--- src/rtl/counter_bank_rd.sv ---
// counter_bank_rd: bank of wrap/saturate event counters with sticky overflow and coherent snapshot readout
module counter_bank_rd #(
  parameter int N_CH = 32,
  parameter int WIDTH = 1,
  parameter int MAX = (1 << WIDTH) - 1,
  parameter int SATURATE = 0,
  parameter int IDXW = $clog2(N_CH)
) (
  input  logic                  c,
  input  logic                  r,
  input  logic [N_CH-1:0]       inc,
  input  logic [N_CH-1:0]       clr,
  output logic [N_CH*WIDTH-1:0] cnt,
  output logic [N_CH-1:0]       ovf,
  input  logic                  snap_req,
  output logic                  snap_valid,
  input  logic                  snap_ready,
  output logic [IDXW-1:0]       snap_idx,
  output logic [WIDTH-1:0]      snap_data,
  output logic                  snap_busy,
  output logic                  snap_done
);
  localparam logic [WIDTH-1:0] MAXV = WIDTH'(MAX);
  localparam logic [IDXW-1:0] LAST = IDXW'(N_CH - 1);
  typedef enum logic {IDLE, SEND} state_t;
  state_t state_q, state_d;
  logic [N_CH-1:0][WIDTH-1:0] cnt_q, cnt_d, shadow_q;
  logic [N_CH-1:0] ovf_q, ovf_d;
  logic [IDXW-1:0] idx_q, idx_d;
  logic done_q, done_d, fire, last;
  // per-channel next count: clear wins, then increment with wrap or saturate at MAX
  always_comb begin
    cnt_d = cnt_q;
    ovf_d = ovf_q;
    for (int k = 0; k < N_CH; k++) begin
      cnt_d[k] = clr[k] ? '0 : !inc[k] ? cnt_q[k] : cnt_q[k] != MAXV ? cnt_q[k] + WIDTH'(1) : (SATURATE != 0) ? MAXV : '0;
      ovf_d[k] = !clr[k] & (ovf_q[k] | (inc[k] & (cnt_q[k] == MAXV)));
    end
  end
  // live counters and sticky overflow flags
  always_ff @(posedge c) begin
    cnt_q <= r ? '0 : cnt_d;
    ovf_q <= r ? '0 : ovf_d;
  end
  // shadow captures pre-update counts when an idle snapshot request is taken
  always_ff @(posedge c) begin
    if (r) shadow_q <= '0;
    else if (state_q == IDLE && snap_req) shadow_q <= cnt_q;
  end
  // readout state register
  always_ff @(posedge c) begin
    state_q <= r ? IDLE : state_d;
    idx_q   <= r ? '0 : idx_d;
    done_q  <= r ? 1'b0 : done_d;
  end
  // readout next state: step index on each accepted word, return to idle after the last
  always_comb begin
    fire    = (state_q == SEND) & snap_ready;
    last    = idx_q == LAST;
    state_d = state_q == IDLE ? (snap_req ? SEND : IDLE) : (fire & last ? IDLE : SEND);
    idx_d   = fire ? (last ? '0 : idx_q + IDXW'(1)) : idx_q;
    done_d  = fire & last;
  end
  // readout outputs
  always_comb begin
    snap_valid = state_q == SEND;
    snap_busy  = state_q == SEND;
    snap_idx   = idx_q;
    snap_data  = snap_valid ? shadow_q[idx_q] : '0;
    snap_done  = done_q;
    cnt        = cnt_q;
    ovf        = ovf_q;
  end
endmodule

--- config.mk ---
export PLATFORM = sky130hd
export DESIGN_NAME = counter_bank_rd
export DESIGN_NICKNAME = d
export VERILOG_FILES = /design/src/rtl/counter_bank_rd.sv
export SDC_FILE = /design/constraint.sdc
export NUM_CORES = 1
export LEC_CHECK = 0
export CORE_UTILIZATION = 46
export CTS_BUF_LIST = sky130_fd_sc_hd__clkbuf_4 sky130_fd_sc_hd__clkbuf_8
export DETAILED_ROUTE_END_ITERATION = 16
export GPL_TIMING_DRIVEN = 0
export PLACE_DENSITY = 0.83
export REMOVE_ABC_BUFFERS = 1
export SLEW_MARGIN = 40
export SYNTH_ARGS = -nofsm -noshare
export SYNTH_HDL_FRONTEND = slang
export SYNTH_SLANG_ARGS = --single-unit
--- constraint.sdc ---
create_clock -name c -period 1.9 [get_ports c]
set_input_delay 0.38 -clock c [delete_from_list [all_inputs] [get_ports c]]
set_output_delay 0.38 -clock c [all_outputs]
set_load 0.005 [all_outputs]
==> metrics.cfg, run 1 <==
[placement]
dp_hpwl_um=6330
dp_cells=624
numPortBuffers=140
gp_congestion=0.725
dpl_cell_area_um2=5250
pre_cts_ws_ns=-1.01

[layout]
area_growth_pct=46.1
fin_util_pct=70.4
nets=608
final_common_cell=clkdlybuf4s50_1
layout-drive-gt1-share_pct=7.93
diodes=0
fillers=613
final_cell_area_um2=5530
final_cell_mix=clkdlybuf4s50_1, dfxtp_1, a21oi_1, nand2_1, nor3_1
stdcell_count=644

[clock_network]
h-tree-depth=3
hold_buffers=0
clock_sink_count=103
insertion_delay_ns=0.36
clock_path_buffers=2
cts_root_buf=clkbuf_8
path_clk_slew_ns=0.09
cts_tree=done
cts_buffers=9

[floorplan]
design.core.area_um2=7850
ioPinCount=141
die_w_um=92.7
core.rowCount=32
die-area_um2=8590
start_util_pct=48.2
die_y_um=92.7

[critical_path]
critPathTopFamily=multiplexers
critPathBufInv=1
worstSetupEndpoint=snap_data
r2r_slack_ns=-0.02
rr_worst_depth=7
crit_cells=4
r2r-start=snap_idx[0]
end_kind=output port
cp.arrival_ns=1.95
cp.required_ns=1.52
startpoint=snap_idx[0]
slowest_delay_ns=0.53
cp_slowest_cell=mux4_2
start_kind=flip-flop
worstReg2RegEnd=snap_idx[2]
critical_path_class=flip-flop to output port
crit_chain=mux4_2 > and3b_1 > o311a_1 > buf_2
worstPathMaxFanout=6

[route]
wl_per_cell_um=14.5
drtPass1Iterations=4
via_per_inst=5.25
ant_nets=0
finalWirelength_um=9330
vias=3378
first_iter_violations=74
drc=0

[sta]
period_minus_slack_ns=2.33
relSlewSlack_pct=55.7
tightest_slew_ns=0.665
whs_ns=0.370
fin_ws_ns=-0.427
hold_viol=0
setup_viol=2
setup_tns_ns=-0.443
fmax_mhz=430
maxSlewViolCount=0
rsz0062_at_grt=yes
finalCritPeriodShare_pct=122
fin_worst_skew_ns=0.0107

[global_route]
antenna_found_initial=0
grt_pass1_vias=3350
grt_pass1_wl_um=15400
track_usage_pct=22.5
grt_start_max_net_pins=60
grt-ovfl-total=0

[power_and_ir_drop]
ir_worst_vdd_v=0.000472
p_per_area_nw_per_um2=784
power_leakage_nw=1.85
totalPowerFinal_mw=4.34

[run_status]
failed_checks=negative setup slack
status=complete, but fails checks

[yosys]
ys.flop_type=dfxtp_1
ys_types=34
synth-seq-cells=103
avgSynthCellArea_um2=9.36
syn_area_um2=3780
ys_warn_count=0
synth_seq_area_share_pct=54.5
synth-edff-count=0
synth_cells=404
synthArstFlopShare_pct=0

[worst_hold_path]
hp-class=input pin to flip-flop

[job]
cap_violations=0

cell type report:
| type | instances | area (µm²) | share of cell area, % |
|---|---|---|---|
| clock buffers | 12 | 153 | 2.76 |
| clock inverters | 3 | 67.6 | 1.22 |
| multi-input cells | 277 | 1630 | 29.6 |
| flip-flops and latches | 103 | 2070 | 37.5 |
| well taps | 102 | 128 | 2.31 |
| repair buffers | 147 | 1470 | 26.6 |
state kept, by name, summed over array words and instances, names as in the netlist:
register,count
cnt,32
ovf,32
shadow_q,32
snap_idx,5
snap_busy,1
snap_done,1
synth_stat cells (2+ instances only):
cell | number | area (µm²)
nor2b_1 | 2 | 12.5
nor2_1 | 4 | 15.0
ha_1 | 2 | 25.0
xnor2_1 | 32 | 280
nand3_1 | 3 | 15.0
mux2i_1 | 4 | 40.0
nor3_1 | 65 | 325
a21oi_1 | 70 | 350
buf_1 | 2 | 7.51
mux2_2 | 2 | 22.5
o21ai_0 | 2 | 10.0
clkbuf_1 | 19 | 71.3
a211oi_1 | 2 | 15.0
dfxtp_1 | 103 | 2060
buf_4 | 2 | 15.0
nand2_1 | 69 | 259
mux4_1 | 4 | 105
worst min path at each step:
stage	from	to	slack, ns	cells after the start
floorplan	shadow_q[17]	shadow_q[17]	0.43	2
global placement	shadow_q[15]	shadow_q[15]	0.44	2
detailed placement	shadow_q[18]	shadow_q[18]	0.45	2
CTS	r	snap_idx[0]	0.37	2
global route	r	shadow_q[24]	0.39	2
finish	r	snap_busy	0.37	2
where the power goes:
part           switching, mW  internal (mW)  leakage (nW)
combinational          0.207          0.319         0.897
clock                  0.712          0.801         0.110
sequential            0.0699           2.23         0.840
total                  0.989           3.35          1.85
what timing repair did:
| action | CTS | global route |
|---|---|---|
| gates resized for setup | 17 | 6 |
| endpoints found under the setup margin | 9 | 6 |
| pin swaps | 3 | 2 |
| setup buffers | 5 | 0 |
per-layer routing:
| metal | routed length [µm] | vias to the layer above | global-route usage, % |
|---|---|---|---|
| met3 | 633 | 15 | 6.57 |
| li1 | - | 1674 | - |
| met5 | 0 | - | 0 |
| met4 | 135 | 0 | 7.56 |
| met2 | 4720 | 109 | 38.7 |
| met1 | 3840 | 1580 | 26.8 |
cell families (layout without fill, tap and decap cells):
kind of cell	count (synthesis)	count (layout)	synth area share, %
buf+inv	24	162	2.78
simple gates	152	152	18.3
xor+xnor	32	32	7.41
compound gates	80	80	11.3
flops	103	103	54.5
fa+ha+maj	2	2	0.661
mux	11	11	5.03
(Power assumes the default switching activity.)
==> run 2, diff against run 1 <==
--- a/constraint.sdc
+++ b/constraint.sdc
@@ -3,2 +3,2 @@
 set_output_delay 0.38 -clock c [all_outputs]
-set_load 0.005 [all_outputs]
+set_load 0.05 [all_outputs]
==> run 2 against run 1 <==
The flow still finishes with violations (negative setup slack). Clock power about the same. Critical endpoint unchanged. Worst hold slack improved by 0.010 ns. Critical path type unchanged. Cell count rose by 0.16%. Routed wire length rose by 1.2%. Non-clock buffer count grew 1. Die area unchanged. Cell area shrank 0.25%. Largest cell class unchanged.
==> metrics.cfg, run 2 (synthesis gave the netlist of run 1 again) <==
[clock_network]
cts_root_buf=clkbuf_8
clock_sink_count=103
path_clk_slew_ns=0.09
insertion_delay_ns=0.36
hold_buffers=0
cts_buffers=9
cts_tree=done
clock_path_buffers=2
h-tree-depth=3

[power_and_ir_drop]
ir_worst_vdd_v=0.000463
totalPowerFinal_mw=4.47
p_per_area_nw_per_um2=812
power_frac_clock_pct=33.6
power.internal_mw=3.32
sw_frac_of_total_pct=25.9
p_sw_mw=1.16
power_leakage_nw=2.40
share_seq_of_total_power_pct=51.3
pwr-share-comb_pct=15.1

[global_route]
grt_start_max_net_pins=60
track_usage_pct=22.7
grt-ovfl-total=0
grt_pass1_wl_um=15500
grt_pass1_vias=3355
antenna_found_initial=0

[sta]
fmax_mhz=420
hold_viol=0
finalCritPeriodShare_pct=125
tightest_slew_ns=0.664
rsz0062_at_grt=yes
fin_worst_skew_ns=0.00836
relSlewSlack_pct=55.7
period_minus_slack_ns=2.38
setup_viol=2
fin_ws_ns=-0.484
maxSlewViolCount=0
setup_tns_ns=-0.555

[placement]
numPortBuffers=140
gp_congestion=0.725
pre_cts_ws_ns=-1.26
dp_hpwl_um=6330
dpl_cell_area_um2=5250

[critical_path]
critical_path_class=flip-flop to output port
cp.arrival_ns=2.00
rr_worst_depth=7
cp.required_ns=1.52
start_kind=flip-flop
worstPathMaxFanout=7
end_kind=output port

[job]
cap_violations=0

[floorplan]
die-area_um2=8590
ioPinCount=141
die_y_um=92.7
core.rowCount=32
die_w_um=92.7
start_util_pct=48.2
design.core.area_um2=7850

[route]
ant_nets=0
drc=0
finalWirelength_um=9450
via_per_inst=5.29
vias=3414
wl_per_cell_um=14.6
drtPass1Iterations=4
first_iter_violations=95

[layout]
diodes=0
final_cell_mix=dfxtp_1, nand2_1, a21oi_1, clkdlybuf4s50_1, nor3_1
area_growth_pct=45.8
layout-drive-gt1-share_pct=8.66
fillers=624
final_cell_area_um2=5510
final_common_cell=dfxtp_1
nets=609

[worst_hold_path]
min_path_cells=2
hp-class=input pin to flip-flop

[run_status]
status=complete, but fails checks
failed_checks=negative setup slack

## run 2: changes by cell type in the layout (fill, tap and decap cells not counted), sizes merged
cell / before / now
clkbuf: 12 / 15
buf: 9 / 10
clkdlybuf4s50: 137 / 66
clkdlybuf4s15: 0 / 1
dlymetal6s2s: 0 / 18
dlygate4sd2: 1 / 50
## run 2: stage by stage
step / instances / util, % / hold slack (ns)
after floorplan: 380 / - / 0.425
after global placement: 622 / 66.3 / 0.438
after detailed placement: 624 / 66.9 / 0.445
after CTS: 645 / 69.7 / 0.367
after global routing: 645 / 70.3 / 0.394
final: 645 / 70.3 / 0.380
## run 2: critical path, cell delays in order, from the launching register on
cell     delay (ns)
dfxtp_4        0.44
mux4_2         0.53
and3b_1        0.18
o311a_1        0.34
buf_6          0.16
## run 2: layout make-up
class / count / area [µm²] / share of cell area [%]
Timing Repair Buffer: 148 / 1460 / 26.5
Tap cell: 102 / 128 / 2.31
Clock inverter: 3 / 67.6 / 1.23
Clock buffer: 12 / 153 / 2.77
Sequential cell: 103 / 2070 / 37.5
Multi-Input combinational cell: 277 / 1640 / 29.7
## run 2: what timing repair did
item | 4_1_cts | 5_1_grt
cloned | 0 | 0
pin swaps | 3 | 1
setup buffers | 6 | 0
endpoints found under the setup margin | 60 | 24
gates resized for setup | 75 | 29
## run 2: final timing paths
path / from / end / slack (ns)
worst max-delay path: snap_idx[0] / snap_data / -0.48
worst min-delay path: r / snap_idx[0] / 0.38
worst max register to register: snap_idx[0] / snap_idx[2] / -0.07
worst min register to register: shadow_q[18] / shadow_q[18] / 0.46
## run 2: power groups by stage
stage	Combinational, mW	Clock [mW]	Sequential, mW
final	0.676	1.50	2.30
after global routing	0.722	1.63	2.31
after CTS	0.678	1.53	2.30
after detailed placement	0.686	0	2.35
after global placement	0.660	0	2.35
after floorplan	0.161	0	2.52
## run 2: layer usage
layer / GRT usage (%) / share of wire (%) / up-vias
li1: - / - / 1682
met1: 27.2 / 41 / 1610
met2: 39.2 / 51 / 112
met3: 6.32 / 7.0 / 10
met4: 7.31 / 1.1 / 0
met5: 0 / 0 / -
==> run 3, diff against run 2 <==
Settings changed: REMOVE_ABC_BUFFERS 1 to unset.
==> run 3 against run 2 <==
The flow still finishes with violations (negative setup slack). Maximum frequency fell by 4.0%. Combinational power rose by 2%. First-iteration DRC count rose by 36%. Critical endpoint unchanged. Largest cell class unchanged.
==> metrics.cfg, run 3 (synthesis gave the netlist of run 1 again) <==
[placement]
gp_congestion=0.856
dpl_cell_area_um2=5320
dp_hpwl_um=7190
numPortBuffers=139
pre_cts_ws_ns=-0.911

[global_route]
grt_start_max_net_pins=18
antenna_found_initial=0
grt-ovfl-total=0
grt_pass1_wl_um=16200
use_met1_pct=29.2
grtUsageMet2_pct=40.7
busiest_layer=met2
grt_pass1_vias=3538
use_met3_pct=5.67
track_usage_pct=23.9

[layout]
final_common_cell=dfxtp_1
diodes=0
area_growth_pct=45.4
nets=625
ff_latch_area_um2=2070
final_cell_mix=dfxtp_1, nand2_1, a21oi_1, clkdlybuf4s50_1, nor3_1
multi_input_area_um2=1630
fillers=654
final_cell_area_um2=5500
layout-drive-gt1-share_pct=7.14

[sta]
setup_viol=1
tightest_slew_ns=0.687
period_minus_slack_ns=2.48
rsz0062_at_grt=yes
fmax_mhz=403
relSlewSlack_pct=54.2
fin_worst_skew_ns=0.00928
finalCritPeriodShare_pct=131
hold_viol=0
maxSlewViolCount=0
fin_ws_ns=-0.582

[power_and_ir_drop]
pwr-share-comb_pct=15.6
power_frac_clock_pct=32.3
share_seq_of_total_power_pct=52.1
p_sw_mw=1.24
power_leakage_nw=2.27
sw_frac_of_total_pct=28.1
totalPowerFinal_mw=4.40
p_per_area_nw_per_um2=801
ir_worst_vdd_v=0.000434
power.internal_mw=3.17

[route]
drc=0
first_iter_violations=129
finalWirelength_um=9970
vias=3517
wl_per_cell_um=15.1
via_per_inst=5.31
ant_nets=0
drtPass1Iterations=4

[floorplan]
die_w_um=92.7
ioPinCount=141
start_util_pct=48.2
core.rowCount=32
die-area_um2=8590
design.core.area_um2=7850
die_y_um=92.7

[critical_path]
critical_path_class=flip-flop to output port
worstPathMaxFanout=7
cp.required_ns=1.52
start_kind=flip-flop
cp.arrival_ns=2.10
r2r-start=snap_idx[0]
startpoint=snap_idx[0]
end_kind=output port

[run_status]
status=complete, but fails checks
failed_checks=negative setup slack

[clock_network]
cts_buffers=9
cts_tree=done
hold_buffers=0
clock_sink_count=103
path_clk_slew_ns=0.10
h-tree-depth=3
clock_path_buffers=2
cts_root_buf=clkbuf_8
insertion_delay_ns=0.37

[job]
cap_violations=0

[worst_hold_path]
hp-class=flip-flop to flip-flop
min_from=shadow_q[31]

[yosys]
syn_nets=474

==> run 3: cell type report <==
cell class / instances / share of cell area (%)
plain buffers: 24 / 2.21
flip-flops and latches: 103 / 37.6
multi-input cells: 277 / 29.7
clock inverters: 6 / 1.25
clock buffers: 10 / 2.50
repair buffers: 140 / 24.4
well taps: 102 / 2.32
==> run 3: path summary, 6_finish.rpt <==
path         slack [ns]            to  cells after the start
min reg2reg        0.46  shadow_q[31]                      2
max reg2reg        0.05   snap_idx[3]                      6
min                0.46  shadow_q[31]                      2
max               -0.58     snap_data                      5
==> run 3: through the flow <==
| stage | TNS (ns) | hold slack [ns] | std cells | util, % |
|---|---|---|---|---|
| 2_1_floorplan | -0.163 | 0.432 | 404 | - |
| 3_3_place_gp | -1.05 | 0.439 | 645 | 67.8 |
| 3_5_place_dp | -1.57 | 0.444 | 645 | 67.8 |
| 4_1_cts | -0.585 | 0.457 | 662 | 69.7 |
| 5_1_grt | -0.724 | 0.484 | 662 | 70.1 |
| 6_report | -0.582 | 0.459 | 662 | 70.1 |
==> run 3: power by group through the flow <==
stage,clock network [mW],registers (mW),logic [mW]
floorplan,0,2.51,0.214
global route,1.53,2.31,0.734
finish,1.42,2.29,0.688
CTS,1.43,2.29,0.686
detailed placement,0,2.35,0.710
global placement,0,2.34,0.695
==> run 3: timing repair <==
item                       4_1_cts  5_1_grt
resized for setup               78       19
setup buffers                    1        0
pin swaps                        0        1
setup endpoints to repair       65       13
==> run 3: metal layers <==
layer  part of all wire [%]  wire length [µm]
met1                     41              4110
met2                     50              4970
met3                    7.4               736
met4                    1.6               159
met5                      0                 0
==> run 3: worst max-delay path, stage by stage (launching register included) <==
cell     delay (ns)
dfxtp_4        0.37
buf_12         0.13
mux4_2         0.49
and3b_1        0.18
o311a_4        0.40
buf_8          0.16
